## config.mk

```make
export PLATFORM = sky130hd
export DESIGN_NAME = erbium_result_packer
export DESIGN_NICKNAME = d
export VERILOG_FILES = /design/src/rtl/erbium_pkg.sv /design/src/rtl/erbium_packer_stats.sv /design/src/rtl/erbium_result_packer.sv
export SDC_FILE = /design/constraint.sdc
export NUM_CORES = 2
export LEC_CHECK = 0
export CAP_MARGIN = 20
export CORE_MARGIN = 8
export CORE_UTILIZATION = 45
export DETAILED_ROUTE_END_ITERATION = 8
export GPL_TIMING_DRIVEN = 0
export PLACE_DENSITY = 0.81
export SYNTH_ARGS = -nofsm -noshare
export SYNTH_HDL_FRONTEND = slang
export SYNTH_HIERARCHICAL = 1
export SYNTH_SLANG_ARGS = --single-unit
export TNS_END_PERCENT = 50
```

## constraint.sdc

```tcl
create_clock -name clk_i -period 38.7 [get_ports clk_i]
set_clock_uncertainty 0.2 [all_clocks]
set_input_delay 11.61 -clock clk_i [delete_from_list [all_inputs] [get_ports clk_i]]
set_output_delay 11.61 -clock clk_i [all_outputs]
set_load 0.03 [all_outputs]
```

## src/rtl/erbium_pkg.sv

```systemverilog
// Shared constants and types for the erbium result path.
package erbium_pkg;

    localparam int C_RESULT_WIDTH = 32;

    typedef logic [C_RESULT_WIDTH-1:0] result_word_t;

    localparam result_word_t C_PAD_WORD = {C_RESULT_WIDTH{1'b1}};

endpackage

```

## src/rtl/erbium_packer_stats.sv

```systemverilog
// Accepted-word and consumed-beat counters for the result packer; both wrap modulo 2^32.
module erbium_packer_stats (
    input  logic        clk_i,
    input  logic        rst_i,
    input  logic        word_acc_i,
    input  logic        beat_take_i,
    output logic [31:0] result_cnt_o,
    output logic [31:0] beat_cnt_o
);

    logic [31:0] result_cnt_r;
    logic [31:0] beat_cnt_r;

    // Free-running event counters, cleared only by reset.
    always_ff @(posedge clk_i or posedge rst_i) begin
        if (rst_i) begin
            result_cnt_r <= 32'd0;
            beat_cnt_r   <= 32'd0;
        end else begin
            if (word_acc_i) begin
                result_cnt_r <= result_cnt_r + 32'd1;
            end
            if (beat_take_i) begin
                beat_cnt_r <= beat_cnt_r + 32'd1;
            end
        end
    end

    assign result_cnt_o = result_cnt_r;
    assign beat_cnt_o   = beat_cnt_r;

endmodule

```

## src/rtl/erbium_result_packer.sv

```systemverilog
// Packs narrow engine result words into full-width write beats, padding partial beats with all-ones.
// Statistics counters are built only when ERBIUM_PACKER_STATS_EN is defined.
module erbium_result_packer
    import erbium_pkg::*;
#(
    parameter int G_DATA_BUS_WIDTH = 512,
    parameter int G_RESULT_WIDTH   = C_RESULT_WIDTH
) (
    input  logic                        clk_i,
    input  logic                        rst_i,
    input  logic [G_RESULT_WIDTH-1:0]   res_data_i,
    input  logic                        res_valid_i,
    input  logic                        res_last_i,
    output logic                        res_ready_o,
    output logic [G_DATA_BUS_WIDTH-1:0] wr_data_o,
    output logic                        wr_valid_o,
    output logic                        wr_last_o,
    input  logic                        wr_ready_i,
    output logic [31:0]                 result_cnt_o,
    output logic [31:0]                 beat_cnt_o
);

    localparam int N     = G_DATA_BUS_WIDTH / G_RESULT_WIDTH;
    localparam int IDX_W = $clog2(N);

    localparam logic [IDX_W-1:0]          IDX_ONE  = IDX_W'(1);
    localparam logic [IDX_W-1:0]          IDX_LAST = IDX_W'(N - 1);
    localparam logic [G_RESULT_WIDTH-1:0] PAD_WORD = {G_RESULT_WIDTH{1'b1}};

    logic [N-2:0][G_RESULT_WIDTH-1:0] acc_r;
    logic [IDX_W-1:0]                 idx_r;
    logic [N-1:0][G_RESULT_WIDTH-1:0] beat_s;
    logic [G_DATA_BUS_WIDTH-1:0]      wr_data_r;
    logic                             wr_valid_r;
    logic                             wr_last_r;
    logic                             ready_s;
    logic                             word_acc_s;
    logic                             beat_take_s;
    logic                             close_s;

    assign ready_s     = ~wr_valid_r | wr_ready_i;
    assign word_acc_s  = res_valid_i & ready_s;
    assign beat_take_s = wr_valid_r & wr_ready_i;
    assign close_s     = res_last_i | (idx_r == IDX_LAST);

    // Candidate beat: stored lanes below the index, the incoming word at it, pad above it.
    always_comb begin
        beat_s = '0;
        for (int k = 0; k < N - 1; k++) begin
            if (IDX_W'(k) < idx_r) begin
                beat_s[k] = acc_r[k];
            end else if (IDX_W'(k) == idx_r) begin
                beat_s[k] = res_data_i;
            end else begin
                beat_s[k] = PAD_WORD;
            end
        end
        if (idx_r == IDX_LAST) begin
            beat_s[N-1] = res_data_i;
        end else begin
            beat_s[N-1] = PAD_WORD;
        end
    end

    // Accumulator, lane index and output beat register.
    always_ff @(posedge clk_i or posedge rst_i) begin
        if (rst_i) begin
            acc_r      <= '0;
            idx_r      <= '0;
            wr_data_r  <= '0;
            wr_valid_r <= 1'b0;
            wr_last_r  <= 1'b0;
        end else begin
            if (beat_take_s) begin
                wr_valid_r <= 1'b0;
            end
            // A closing word overrides the consume so the register reloads at full rate.
            if (word_acc_s) begin
                if (close_s) begin
                    wr_data_r  <= beat_s;
                    wr_last_r  <= res_last_i;
                    wr_valid_r <= 1'b1;
                    idx_r      <= '0;
                end else begin
                    acc_r[idx_r] <= res_data_i;
                    idx_r        <= idx_r + IDX_ONE;
                end
            end
        end
    end

    assign res_ready_o = ready_s;
    assign wr_data_o   = wr_data_r;
    assign wr_valid_o  = wr_valid_r;
    assign wr_last_o   = wr_last_r;

`ifdef ERBIUM_PACKER_STATS_EN
    erbium_packer_stats u_stats (
        .clk_i        (clk_i),
        .rst_i        (rst_i),
        .word_acc_i   (word_acc_s),
        .beat_take_i  (beat_take_s),
        .result_cnt_o (result_cnt_o),
        .beat_cnt_o   (beat_cnt_o)
    );
`else
    assign result_cnt_o = 32'd0;
    assign beat_cnt_o   = 32'd0;
`endif

endmodule
```

==> results.md <==
| Metric | Reported |
| --- | --- |
| Category of the worst setup path capture point | output pin |
| Top area cells in the synthesized netlist | dfrtp_1 (54%), mux2_2 (12%), a31oi_1 (6.5%), mux2i_1 (6.2%), mux2_4 (2.9%) |
| Die Wd | 337 um |
| Basic-gate share of the synthesized area counting and, or, nand and nor cells | 3.99% |
| DP Area | 54400 um^2 |
| Global-route congestion overflow total | 0 |
| Worst IR drop on VDD | 0.0428 mV |
| Setup CP Type | primary input to output pin |
| Cell occurring most often along the worst timing path | buf_2 |
| Top post-synthesis cells by count | dfrtp_1 (998), mux2_2 (489), a31oi_1 (480), clkbuf_1 (293), mux2i_1 (288) |
| Final-stage net count | 4464 |
| Routability-driven placement congestion ratio | 0.967 |
| Max-cap viol count | 0 |
| Overall fraction of global-route tracks in use | 33.3% |
| Final-report hold violation count | 0 |
| Routed vias | 37296 |
| Clock Path Buffers | 3 |
| Pins over their slew limit | 0 |
| Routed wire length | 196000 um |
| Tmin final | 26830 ps |
| DRC Markers | 0 |
| Clock sinks | 998 |
| Port Buffer Count | 551 |
| Clock tree from TritonCTS | done |
| Boundary pin count | 616 |
| Area of the mapped netlist | 46400 um^2 |
| Worst hold path type | flop to flop |
| DR iter-0 viols | 4442 |
| Final cycle utilization of the critical path | 69.3% |
| Inserted Clock Buffers | 102 |
| Top_reg_cell synth | dfrtp_1 |
| Maximum number of pins on one net before global-route repair | 46 |
| Count of state elements after synthesis | 998 |
| Overall die height | 337 um |
| Status | finished clean |
| Worst path required time | 26890 ps |
| Wire length of the first global-routing pass | 274000 um |
| Total number of yosys warnings | 6 |
| Layout fillers | 8225 |
| Post-cts sizing count | 0 |
| Post-synthesis compound-gate area fraction | 14.9% |
| Xor/xnor cell area share of the yosys netlist | 0% |
| Post-DR vias/cell | 6.33 |
| Area fraction of the dominant cell type after synthesis | 53.8% |
| Cell taking the most area after synthesis | dfrtp_1 |
| Actual slew at the worst max-slew pin | 1250 ps |
| Number of antenna violations at the first check in global routing | 16 |
| Dominant combinational cell family by area after synthesis | multiplexers |
| Number of setup buffers added after CTS | 0 |
| Vias in the first global route | 37690 |
| Detailed-router iteration count before antenna repair | 5 |
| Sequential cell area fraction in the yosys report | 53.8% |
| Maximum level of the CTS H-tree | 3 |
| Relative area change from synthesis to final layout | 25.2% |
| Initial cell density of the core | 45.5% |
| Most used standard cell by instance count after synthesis | dfrtp_1 |
| Clock transition time at the flip-flop clock pins of the worst setup and hold paths | 60 ps |
| CP max stage cell | nor2b_1 |
| Critical path data arrival time | 15020 ps |
| Mux cell area share after synthesis | 21.7% |
| Setup repair after global routing missed its margin | false |
| Synth Area in Adders | 0.135% |
| DP HPWL | 149000 um |
| Routed wirelength normalized by instance count | 33.3 um |
| Mean cell area of the mapped netlist | 12.6 um^2 |
| Worst relative slew slack | 16.7% |
| Layout cell share with drive strength beyond 1 | 24.5% |
| Full die area | 114000 um^2 |
| Inst Count DP | 5685 |
| Post-synthesis cell count | 3675 |
| Antenna-violating nets left | 0 |
| Asr flop ratio synth | 100% |
| Worst Setup Start Kind | primary input |
| Standard-cell rows | 117 |
| Cell chosen for the clock root | clkbuf_16 |
| Leak | 24.5 nW |
| Count of cell types in the netlist | 45 |
| Number of failing setup endpoints in the final timing report | 0 |
| Area of the core | 102000 um^2 |
| Setup TNS | 0 ps |
| Clk Latency, worst-skew pair | 700 ps |
| CP max FO | 10 |
| Total non-filler cell area in the finished layout | 58100 um^2 |
| Slowest Stage Delay on Critical Path | 670 ps |
| Cell-by-cell listing of the critical path | clkdlybuf4s50_1 -> nor2b_1 -> buf_2 -> inv_2 -> buf_2 -> buf_2 -> buf_2 -> buf_2 -> clkdlybuf4s50_1 |
| Number of buffers added to fix hold violations after cts | 0 |
| Count of flip-flops with a built-in enable after synthesis | 0 |
| Power per standard cell area | 68.1 nW/um^2 |
| Maximum achievable frequency | 0.0373 GHz |
| Post-layout instance count excluding filler cells | 5889 |
-- flip-flops by register name (all words and copies together) (netlist names) --
signal / flops
wr_data_o: 512
acc_r: 480
idx_r: 4
wr_last_o: 1
wr_valid_o: 1
-- area by class of cell --
type	instances	area, um^2	area share (%)
sequential	998	25000	43.0
multi-input combinational	2213	19100	33.0
timing repair buffer	580	6080	10.5
clock buffer	144	2980	5.14
buffer	520	2470	4.26
tap	1368	1710	2.95
clock inverter	49	649	1.12
inverter	7	30.0	0.0517
antenna	10	25.0	0.0431
-- per-stage QoR --
stage / total power, W / worst slack [ps] / utilization [%] / hold WS, ps
3_5_place_dp: 0.00286 / 12090 / 53.3 / 279
2_1_floorplan: 0.00228 / 13140 / - / 258
5_1_grt: 0.00407 / 11940 / 56.9 / 302
6_report: 0.00395 / 11870 / 56.9 / 289
3_3_place_gp: 0.00283 / 7380 / 52.8 / 273
4_1_cts: 0.00393 / 12060 / 56.9 / 293
-- cell families (layout without fill, tap and decap cells) --
kind of cell    count (synthesis)  after routing
compound gates               1000           1000
fa+ha+maj                       5              5
buf+inv                       527           1300
flops                         998            998
mux                           897            897
other cells                     1             74
simple gates                  247            247
-- path summary, 6_finish.rpt --
| check | start | endpoint | slack [ps] | cells after the start |
|---|---|---|---|---|
| setup reg to reg | idx_r[0] | wr_data_o[64] | 34040 | 9 |
| min in group asynchronous | rst_i | wr_data_o[361] | 11270 | 2 |
| max in group asynchronous | rst_i | acc_r[26] | 24890 | 8 |
| hold / removal | acc_r[200] | acc_r[200] | 290 | 1 |
| hold reg to reg | acc_r[200] | acc_r[200] | 290 | 1 |
| setup / recovery | wr_ready_i | res_ready_o | 11870 | 9 |
-- report_power, final --
part	total (W)	leakage [nW]	switching [W]	internal (W)
Sequential	0.00148	11.7	0.000169	0.00131
Clock	0.00108	1.80	0.000449	0.000627
Combinational	0.00140	11.0	0.000820	0.000579
Total	0.00395	24.5	0.00144	0.00251
-- critical path, delay by kind of cell --
kind / cells / cell delay, ps
buf+inv: 8 / 2700
simple gates: 1 / 670
-- layer usage --
metal / part of all wire (%) / track usage, % / vias to the layer above
met3: 14 / 13.2 / 611
met1: 35 / 39.4 / 18903
met5: 0.092 / 0.723 / -
li1: - / - / 15235
met4: 7.1 / 20.4 / 12
met2: 44 / 50.9 / 2535
-- layout by cell type, fill, tap and decap left out, types with 65 or more instances in the layout --
| cell type | count |
|---|---|
| mux2_2 | 489 |
| o31ai_1 | 126 |
| clkbuf_1 | 310 |
| a31oi_1 | 480 |
| nand4b_1 | 65 |
| dfrtp_1 | 998 |
| o21ai_0 | 68 |
| mux2_4 | 90 |
| clkbuf_16 | 104 |
| clkdlybuf4s50_1 | 551 |
| buf_4 | 69 |
| mux2i_1 | 288 |
| buf_2 | 131 |
| nand2b_1 | 96 |
(Power assumes the default switching activity.)
